===== src/rtl/audio_seq_pkg.sv =====
// Shared step-word layout, sequencer state encoding and tempo decode.
// Pure declarations: no latency, no flow control.
package audio_seq_pkg;

    localparam int STEP_W     = 10;
    localparam int REST_BIT   = 9;
    localparam int LEN_LSB    = 6;
    localparam int LEN_W      = 3;
    localparam int NOTE_LSB   = 0;
    localparam int NOTE_W_DEF = 6;
    localparam int BEAT_W     = 3;

    typedef enum logic [1:0] {
        ST_IDLE  = 2'd0,
        ST_START = 2'd1,
        ST_PLAY  = 2'd2,
        ST_DONE  = 2'd3
    } state_t;

    localparam logic [1:0] TEMPO_X1 = 2'd0;
    localparam logic [1:0] TEMPO_X2 = 2'd1;
    localparam logic [1:0] TEMPO_X4 = 2'd2;
    localparam logic [1:0] TEMPO_X8 = 2'd3;

    // Last beat index of a step: a step spans (1 << sel) note_clk periods.
    function automatic logic [BEAT_W-1:0] tempo_limit(input logic [1:0] sel);
        logic [BEAT_W-1:0] lim;
        lim = 3'd7;
        case (sel)
            TEMPO_X1: lim = 3'd0;
            TEMPO_X2: lim = 3'd1;
            TEMPO_X4: lim = 3'd3;
            TEMPO_X8: lim = 3'd7;
            default:  lim = 3'd7;
        endcase
        return lim;
    endfunction

endpackage


===== src/rtl/note_clk_div.sv =====
// Free-running note clock divider: note_clk toggles every CLK_DIV cycles, o_tick
// is high for the one cycle in which note_clk is first seen high; no flow control.
module note_clk_div #(
    parameter int CLK_DIV = 390625
) (
    input  logic i_clk,
    input  logic i_rst,
    output logic o_note_clk,
    output logic o_tick
);

    localparam int CNT_W = (CLK_DIV > 1) ? $clog2(CLK_DIV) : 1;

    logic [CNT_W-1:0] r_cnt;
    logic             w_tc;

    assign w_tc = (r_cnt == CNT_W'(CLK_DIV - 1));

    always_ff @(posedge i_clk) begin
        if (i_rst) begin
            r_cnt      <= '0;
            o_note_clk <= 1'b0;
            o_tick     <= 1'b0;
        end else begin
            // Registered alongside note_clk so both rise in the same cycle.
            o_tick <= w_tc & ~o_note_clk;
            if (w_tc) begin
                r_cnt      <= '0;
                o_note_clk <= ~o_note_clk;
            end else begin
                r_cnt <= r_cnt + CNT_W'(1);
            end
        end
    end

endmodule


===== src/rtl/note_sequencer.sv =====
// 16-step pattern sequencer for one sq_channel; new step outputs appear 2 cycles
// after the ending tick (address register + RAM read); no backpressure, stop aborts.
module note_sequencer
    import audio_seq_pkg::*;
#(
    parameter int CLK_DIV = 390625,
    parameter int STEPS   = 16,
    parameter int NOTE_W  = NOTE_W_DEF,
    parameter int IDX_W   = $clog2(STEPS)
) (
    input  logic              i_clk50mhz,
    input  logic              i_rst,
    input  logic              i_play,
    input  logic              i_stop,
    input  logic              i_loop_en,
    input  logic [1:0]        i_tempo_sel,
    input  logic              i_sweep_up,
    input  logic              i_sweep_dn,
    input  logic              i_wr_en,
    input  logic [IDX_W-1:0]  i_wr_addr,
    input  logic [STEP_W-1:0] i_wr_data,
    output logic [NOTE_W-1:0] o_note_in,
    output logic              o_note_clk,
    output logic              o_note_rst,
    output logic [LEN_W-1:0]  o_note_length,
    output logic [IDX_W-1:0]  o_step_idx,
    output logic              o_busy,
    output logic              o_done
);

    logic [STEP_W-1:0] r_mem [STEPS];
    state_t            r_state;
    state_t            w_state_nxt;
    logic [IDX_W-1:0]  r_addr;
    logic              r_load;
    logic [BEAT_W-1:0] r_beat_cnt;
    logic [NOTE_W-1:0] r_offset;
    logic [NOTE_W-1:0] r_step_note;
    logic              r_rest;
    logic              w_tick;
    logic              w_step_end;
    logic              w_last;
    logic              w_load;
    logic              w_advance;
    logic [STEP_W-1:0] w_rd_word;
    logic [NOTE_W-1:0] w_base_note;

    note_clk_div #(
        .CLK_DIV (CLK_DIV)
    ) u_note_clk_div (
        .i_clk      (i_clk50mhz),
        .i_rst      (i_rst),
        .o_note_clk (o_note_clk),
        .o_tick     (w_tick)
    );

    // Pattern RAM is deliberately left out of reset so patterns survive it.
    always_ff @(posedge i_clk50mhz) begin
        if (i_wr_en) begin
            r_mem[i_wr_addr] <= i_wr_data;
        end
    end

    assign w_rd_word  = r_mem[r_addr];
    assign w_last     = (r_addr == IDX_W'(STEPS - 1));
    assign w_step_end = (r_state == ST_PLAY) && w_tick &&
                        (r_beat_cnt >= tempo_limit(i_tempo_sel));

    always_comb begin
        w_state_nxt = r_state;
        unique case (r_state)
            ST_IDLE:  if (i_play) w_state_nxt = ST_START;
            ST_START: w_state_nxt = ST_PLAY;
            ST_PLAY:  if (w_step_end && w_last && !i_loop_en) w_state_nxt = ST_DONE;
            ST_DONE:  w_state_nxt = ST_IDLE;
            default:  w_state_nxt = ST_IDLE;
        endcase
        if (i_stop) begin
            w_state_nxt = ST_IDLE;
        end
    end

    assign w_advance   = w_step_end && (w_state_nxt == ST_PLAY);
    assign w_load      = ((r_state == ST_START) || r_load) && (w_state_nxt == ST_PLAY);
    assign w_base_note = w_load ? w_rd_word[NOTE_LSB +: NOTE_W] : r_step_note;

    always_ff @(posedge i_clk50mhz) begin
        if (i_rst) begin
            r_state <= ST_IDLE;
        end else begin
            r_state <= w_state_nxt;
        end
    end

    always_ff @(posedge i_clk50mhz) begin
        if (i_rst) begin
            r_addr        <= '0;
            r_load        <= 1'b0;
            r_beat_cnt    <= '0;
            r_offset      <= '0;
            r_step_note   <= '0;
            r_rest        <= 1'b0;
            o_note_in     <= '0;
            o_note_rst    <= 1'b1;
            o_note_length <= '0;
            o_step_idx    <= '0;
            o_busy        <= 1'b0;
            o_done        <= 1'b0;
        end else begin
            r_load <= w_advance;

            // Power-of-two STEPS makes the +1 wrap to 0 after the last step.
            if (r_state == ST_IDLE) begin
                r_addr <= '0;
            end else if (w_advance) begin
                r_addr <= r_addr + IDX_W'(1);
            end

            if ((r_state != ST_PLAY) || w_step_end) begin
                r_beat_cnt <= '0;
            end else if (w_tick) begin
                r_beat_cnt <= r_beat_cnt + BEAT_W'(1);
            end

            if (w_tick && i_sweep_up && !i_sweep_dn) begin
                r_offset <= r_offset + NOTE_W'(1);
            end else if (w_tick && i_sweep_dn && !i_sweep_up) begin
                r_offset <= r_offset - NOTE_W'(1);
            end

            if (w_load) begin
                r_step_note   <= w_rd_word[NOTE_LSB +: NOTE_W];
                r_rest        <= w_rd_word[REST_BIT];
                o_note_length <= w_rd_word[LEN_LSB +: LEN_W];
                o_step_idx    <= r_addr;
            end

            // Transposed note keeps tracking the offset while a step is held.
            o_note_in  <= w_base_note + r_offset;
            o_note_rst <= (w_state_nxt != ST_PLAY) || w_load || r_rest;
            o_busy     <= (w_state_nxt == ST_START) || (w_state_nxt == ST_PLAY);
            o_done     <= (w_state_nxt == ST_DONE);
        end
    end

endmodule


===== config.mk =====
export PLATFORM = sky130hd
export DESIGN_NAME = note_sequencer
export DESIGN_NICKNAME = d
export VERILOG_FILES = /design/src/rtl/audio_seq_pkg.sv /design/src/rtl/note_clk_div.sv /design/src/rtl/note_sequencer.sv
export SDC_FILE = /design/constraint.sdc
export NUM_CORES = 1
export LEC_CHECK = 0
export BUFFER_PORTS_ARGS = -buffer_cell sky130_fd_sc_hd__buf_4
export CAP_MARGIN = 20
export CORE_ASPECT_RATIO = 1.75
export CORE_MARGIN = 2
export CORE_UTILIZATION = 55
export DETAILED_ROUTE_END_ITERATION = 16
export GPL_TIMING_DRIVEN = 0
export PLACE_DENSITY = 0.82
export SYNTH_ARGS = -nofsm -noshare
export SYNTH_HDL_FRONTEND = slang
export SYNTH_SLANG_ARGS = --single-unit

===== constraint.sdc =====
create_clock -name i_clk50mhz -period 6 [get_ports i_clk50mhz]
set_input_delay 0.6 -clock i_clk50mhz [delete_from_list [all_inputs] [get_ports i_clk50mhz]]
set_output_delay 0.6 -clock i_clk50mhz [all_outputs]
set_load 0.005 [all_outputs]

==> impl_metrics.yaml, run 1 <==
floorplanning:
  start_util: 0.557
  die_width_um: 101
  die_area_sq_mm: 0.0175
  floorplan.rows: 62
  num_io_pins: 41
  die-height_um: 174
  core_region_area_sq_mm: 0.0162
placement:
  placed_cells_incl_taps: 820
  port_buffers: 40
  place.gp.congestion: 0.814
  dpl.hpwl_um: 12700
setup_path:
  timing.critical_path.fanout_max: 10
  ff2ff_path_depth: 18
  worst-endpoint-required_ns: 6.35
  cp-start-kind: "input port"
  timing.critical_path.arrival_ns: 4.49
  regToRegSetupSlack_ns: 1.91
  r2r_end: "o_note_in[5]"
  worstSetupEndpointType: "flop"
  worstReg2RegStart: "r_beat_cnt[0]"
  timing.setup.critical_path_class: "input port to flop"
min_path:
  worstHoldPathCells: 1
  holdCritStartpoint: "i_wr_data[5]"
  whs_endpoint: "r_mem[4][5]"
  worst_min_delay_path_class: "input port to flop"
finish:
  antenna-diode-count: 0
  nets_finish: 701
  final_layout_size_suffix_gt1_frac: 0.221
  areaGrowthSynthToFinish_pct: 14.9
  fillerInstances: 1088
  final_cells: 858
logic_synthesis:
  synthesis.instances: 578
  synth_seq_area_share: 0.673
  synth_cell_types: 46
  synth_warnings: 0
  synth_area_leaders: "edfxtp_1 (53%), dfxtp_1 (14%), mux4_2 (10%)"
  ys_dominant_reg_cell: "edfxtp_1"
  area_leader_netlist: "edfxtp_1"
  number_of_enable_type_register_cells_in_the_synthesized_netlist: 160
  synthesis.area_per_instance_sq_um: 15.6
  synth_async_sr_flop_share: 0
  synth.ff_latch_count: 224
  yosysTopAreaCellShare: 0.532
  postSynthNetCount: 625
  post_synthesis_cell_area_sq_mm: 0.00904
route:
  antenna_left: 0
  dr.pass1.iters: 5
  post_drt_via_cell_ratio: 5.98
  dr.first_iter.drc_count: 306
  routed_wirelength_um: 18500
  detail_route.wl_per_cell_um: 21.5
  vias: 5128
  detail_route.drc_violations: 0
global_routing:
  global_route.usage.met3: 0.0319
  global_route_wire_length_before_repair_um: 28600
  grt_util_met2: 0.384
  via_count_of_the_first_global_routing_pass: 5326
  grt_overflow_total: 0
  grt_antenna_before_repair: 0
  grt.met1_usage: 0.257
  grt_start_max_net_pins: 17
  top_usage_layer: "met2"
  grt_usage: 0.217
clocking:
  cts_tree: "yes"
  holdBufCountCts: 0
  clock_tree.htree_level_count: 1
  number_of_clock_sinks: 224
  cts-buffers-inserted: 20
  cts_post_setup_buffers_inserted: 0
  clk_transition_reported_paths_ns: 0.07
  clockRootBuffer: "clkbuf_16"
  post_cts.resized_instances: 0
  clk_path_buf_depth: 3
  clock_insertion_delay_worst_skew_ns: 0.49
timing:
  worst_pin_slew_ns: 1.11
  fmax_mhz: 242
  finalHoldViolations: 0
  final_setup_violation_count: 0
  final_tns_setup_ns: 0
  final.setup_skew_ns: 0.0109
  final.period_utilization: 0.689
  grt_setup_unrepaired: "no"
  report.final.slew_viol_count: 0
  max_transition_margin: 0.255
  final_period_minus_worst_setup_slack_ns: 4.13
power:
  peakVddDrop_mv: 0.264
  p_per_area_mw_per_mm2: 288
  leakage_power_nw: 3.62
outcome:
  status: "complete, no violations"
flow_run:
  timing.max_cap.violations: 0
==> routing by layer <==
metal  vias to the layer above  share of wire
met5                         -              0
met4                         0          0.036
met3                        42          0.046
met2                       167           0.55
met1                      2588           0.36
li1                       2331              -
==> how the worst max path moves through the flow <==
| stage | slack [ns] | from | end | cells past startpoint |
|---|---|---|---|---|
| 6_report | 1.87 | i_tempo_sel[1] | o_note_in[5] | 19 |
| 5_1_grt | 1.57 | i_tempo_sel[1] | o_note_in[5] | 19 |
| 4_1_cts | 1.85 | i_tempo_sel[1] | o_note_in[5] | 19 |
| 3_5_place_dp | 1.36 | i_tempo_sel[1] | o_note_in[5] | 19 |
| 3_3_place_gp | 1.47 | i_tempo_sel[1] | o_note_in[5] | 19 |
| 2_1_floorplan | 2.08 | i_tempo_sel[1] | o_note_in[4] | 18 |
==> cells in the final DEF (no fill, tap or decap), types with 11 or more instances in the layout <==
cell and instances:
buf_4 44, nor2_1 60, ha_1 21, buf_6 18, clkbuf_16 21, edfxtp_1 160
a21oi_1 27, xor2_1 18, nand3_1 11, dfxtp_1 64, mux4_2 40, nand2_1 47
xnor2_1 12, inv_1 15
==> worst max-delay path: stages <==
cell	delay, ns
buf_4	0.11
or2_2	0.28
ha_1	0.26
nand2b_1	0.14
a21o_1	0.19
a21oi_1	0.19
o41ai_1	0.10
o21ai_0	0.31
ha_1	0.27
o21a_1	0.23
buf_1	0.40
nand2_1	0.20
nand2_1	0.17
ha_1	0.25
a21o_1	0.15
a21oi_1	0.21
o21ai_0	0.15
xor3_1	0.22
nor2_1	0.05
==> layout make-up <==
type                            instances  area [sq um]  share of cell area
Sequential cell                       224          6090               0.586
Multi-Input combinational cell        319          2790               0.268
Clock buffer                           24           557              0.0536
Timing Repair Buffer                   54           458              0.0441
Tap cell                              192           240              0.0231
Buffer                                 22           134              0.0129
Clock inverter                         10          71.3             0.00687
Inverter                               13          48.8             0.00470
==> stage by stage <==
stage                     area, sq um  total power [mW]  hold slack [ns]  setup slack (ns)  utilization
after CTS                       10300              3.01            0.401              1.85        0.638
after detailed placement         9710              1.81            0.460              1.36        0.599
final                           10400              2.99            0.412              1.87        0.640
after global routing            10400              3.07            0.417              1.57        0.640
after global placement           9580              1.79            0.452              1.47        0.591
after floorplan                  9040              1.76            0.426              2.08            -
==> kinds of logic (layout without fill, tap and decap cells) <==
| logic type | Yosys count | in the layout | synth area share |
|---|---|---|---|
| DFF | 224 | 224 | 0.673 |
| buffers and inverters | 35 | 123 | 0.0202 |
| and+or+nand+nor | 168 | 168 | 0.0856 |
| muxes | 52 | 52 | 0.126 |
| AOI/OAI and AO/OA | 45 | 45 | 0.0296 |
| adders and majority gates | 23 | 23 | 0.0335 |
| xor gates and xnor gates | 31 | 31 | 0.0317 |
==> flip-flops by register name, indices dropped and copies added, names as in the netlist, 2 cells and up, named ones only <==
register,count
o_note_length,3
r_step_note,6
r_state,2
r_offset,6
u_note_clk_div.r_cnt,19
r_mem,160
o_step_idx,4
r_addr,4
o_note_in,6
r_beat_cnt,3
==> synth_stat cells, types with 4 or more instances <==
cell,instances
mux4_1,7
nor2_1,60
buf_4,4
nand2b_1,5
mux4_2,40
ha_1,21
nor2b_1,6
nand3_1,11
buf_6,4
nor4_1,4
buf_2,5
clkbuf_1,7
nor3_1,14
edfxtp_1,160
inv_1,13
xnor2_1,12
dfxtp_1,64
a21oi_1,27
o21ai_0,5
nand4_1,4
a21o_1,6
xor2_1,18
nand2_1,47
==> report_power, final <==
group	total [mW]	internal (mW)	switching, mW
Sequential	1.69	1.68	0.00837
Combinational	0.0839	0.0327	0.0512
Clock	1.22	0.700	0.516
Total	2.99	2.41	0.576
Note: power is estimated with default switching activity, not from simulation.
==> inputs of run 2 (changes only) <==
- PLACE_DENSITY: 0.82 -> 0.85
- clock period: 6 -> 3.6 ns (I/O delays scaled with it)
==> impl_metrics.yaml, run 2 (synthesis gave the netlist of run 1 again) <==
finish:
  antenna-diode-count: 0
  register_area_sq_mm: 0.00609
  biggestRegsByFlops: "r_mem x160, u_note_clk_div.r_cnt x19"
  total_area_of_multi_input_combinational_cells_sq_mm: 0.00283
  areaGrowthSynthToFinish_pct: 16.6
  layout.cells.most_common: "edfxtp_1"
  fillerInstances: 1036
  reg_with_most_ffs: "r_mem"
  postLayoutCellArea_sq_mm: 0.0105
  nets_finish: 712
  final_layout_size_suffix_gt1_frac: 0.244
  largest_register_ffs: 160
  layout_common_cells: "edfxtp_1 (160), dfxtp_1 (63), nor2_1 (60)"
floorplanning:
  core_region_area_sq_mm: 0.0162
  die_area_sq_mm: 0.0175
  die_width_um: 101
  num_io_pins: 41
  start_util: 0.557
  die-height_um: 174
  floorplan.rows: 62
clocking:
  clock_insertion_delay_worst_skew_ns: 0.49
  number_of_clock_sinks: 224
  clock_tree.htree_level_count: 1
  cts-buffers-inserted: 20
  holdBufCountCts: 0
  clockRootBuffer: "clkbuf_16"
  cts_tree: "yes"
  clk_path_buf_depth: 3
  clk_transition_reported_paths_ns: 0.07
timing:
  grt_setup_unrepaired: "no"
  final_tns_setup_ns: 0
  finalHoldViolations: 0
  report.final.slew_viol_count: 0
  timing.hold.ws_ns: 0.164
  final.period_utilization: 0.953
  final_setup_violation_count: 0
  max_transition_margin: 0.493
  worst_pin_slew_ns: 0.760
  final.setup_skew_ns: 0.0107
  fmax_mhz: 291
  final_period_minus_worst_setup_slack_ns: 3.43
placement:
  place.gp.congestion: 0.812
  post_dp_area_sq_mm: 0.00966
  port_buffers: 40
  dpl.hpwl_um: 12600
setup_path:
  worst-endpoint-required_ns: 3.96
  crit_chain: "inv_1, ha_1, nand2b_1, a21o_1, a21oi_2, o41ai_1, o21ai_1, ha_2, o21ai_4, clkbuf_8, nand2_1, nand2_1, ha_2, fa_2, a21o_1, a21oi_2, xor2_1, nor2_1"
  regToRegSetupSlack_ns: 0.17
  cp-start-kind: "flop"
  timing.critical_path.fanout_max: 10
  worstSetupEndpointType: "flop"
  crit_slowest_cell: "fa_2"
  timing.critical_path.arrival_ns: 3.79
  timing.setup.critical_path_class: "flop to flop"
  largest_stage_delay_on_the_critical_path_ns: 0.37
route:
  dr.first_iter.drc_count: 393
  detail_route.wl_per_cell_um: 22.4
  antenna_left: 0
  post_drt_via_cell_ratio: 5.99
  routed_wirelength_um: 19500
  detail_route.drc_violations: 0
  dr.pass1.iters: 4
  met3_wirelength_um: 1140
  uppermost_routed_layer: "met4"
  post_route_met1_wirelength_um: 6950
  vias: 5221
  dr_wl_met2_um: 10800
power:
  peakVddDrop_mv: 0.449
  leakage_power_nw: 3.66
  p_per_area_mw_per_mm2: 482
global_routing:
  global_route_wire_length_before_repair_um: 29800
  grt_antenna_before_repair: 0
  grt_overflow_total: 0
  grt_start_max_net_pins: 17
  grt_usage: 0.226
  via_count_of_the_first_global_routing_pass: 5504
outcome:
  status: "complete, no violations"
flow_run:
  timing.max_cap.violations: 0
min_path:
  worst_min_delay_path_class: "input port to flop"
[run 2: cell count changes in the layout (fill, tap and decap cells not counted), sizes merged]
cell,previous run,this run
buf,69,79
clkinvlp,1,3
clkbuf,31,32
bufinv,1,2
clkinv,6,7
inv,15,13
[run 2: layout make-up]
class	count	share of cell area
Tap cell	192	0.0228
Clock inverter	12	0.0103
Inverter	13	0.00463
Sequential cell	224	0.578
Timing Repair Buffer	65	0.0515
Clock buffer	24	0.0509
Multi-Input combinational cell	319	0.268
Buffer	22	0.0140
[run 2: through the flow]
stage | worst slack (ns) | total power [mW] | utilization | cells
2_1_floorplan | 0.00326 | 2.93 | - | 578
3_3_place_gp | -0.666 | 2.99 | 0.591 | 810
3_5_place_dp | -0.763 | 3.01 | 0.596 | 816
4_1_cts | 0.0393 | 5.09 | 0.640 | 858
5_1_grt | 0.00112 | 5.20 | 0.650 | 871
6_report | 0.168 | 5.08 | 0.650 | 871
[run 2: worst paths after layout]
kind                   from             end  depth (start not counted)
max           r_beat_cnt[0]    o_note_in[4]                         18
min            i_wr_data[0]     r_mem[9][0]                          1
max reg2reg   r_beat_cnt[0]    o_note_in[4]                         18
min reg2reg  r_step_note[2]  r_step_note[2]                          2
[run 2: critical path, delay by kind of cell, from the launching register on]
family,cells,cell delay [ns]
simple gates,4,0.37
buf+inv,2,0.22
compound gates,7,1.08
fa+ha+maj,4,1.11
xor+xnor,1,0.16
flops,1,0.35
[run 2: what timing repair did]
action | CTS | global route
pin swaps | 1 | 5
setup buffers | 6 | 3
endpoints found under the hold margin | 0 | 0
gates resized for setup | 10 | 6
endpoints found under the setup margin | 4 | 3
[run 2: metal layers]
metal | vias to the layer above | global-route usage
met5 | - | 0
met4 | 0 | 0.0749
met3 | 45 | 0.0290
met2 | 183 | 0.420
met1 | 2645 | 0.265
li1 | 2348 | -
[run 2: report_power, final]
part	internal, mW	switching (mW)
clock network	1.21	0.902
logic	0.0644	0.0933
registers	2.80	0.0147
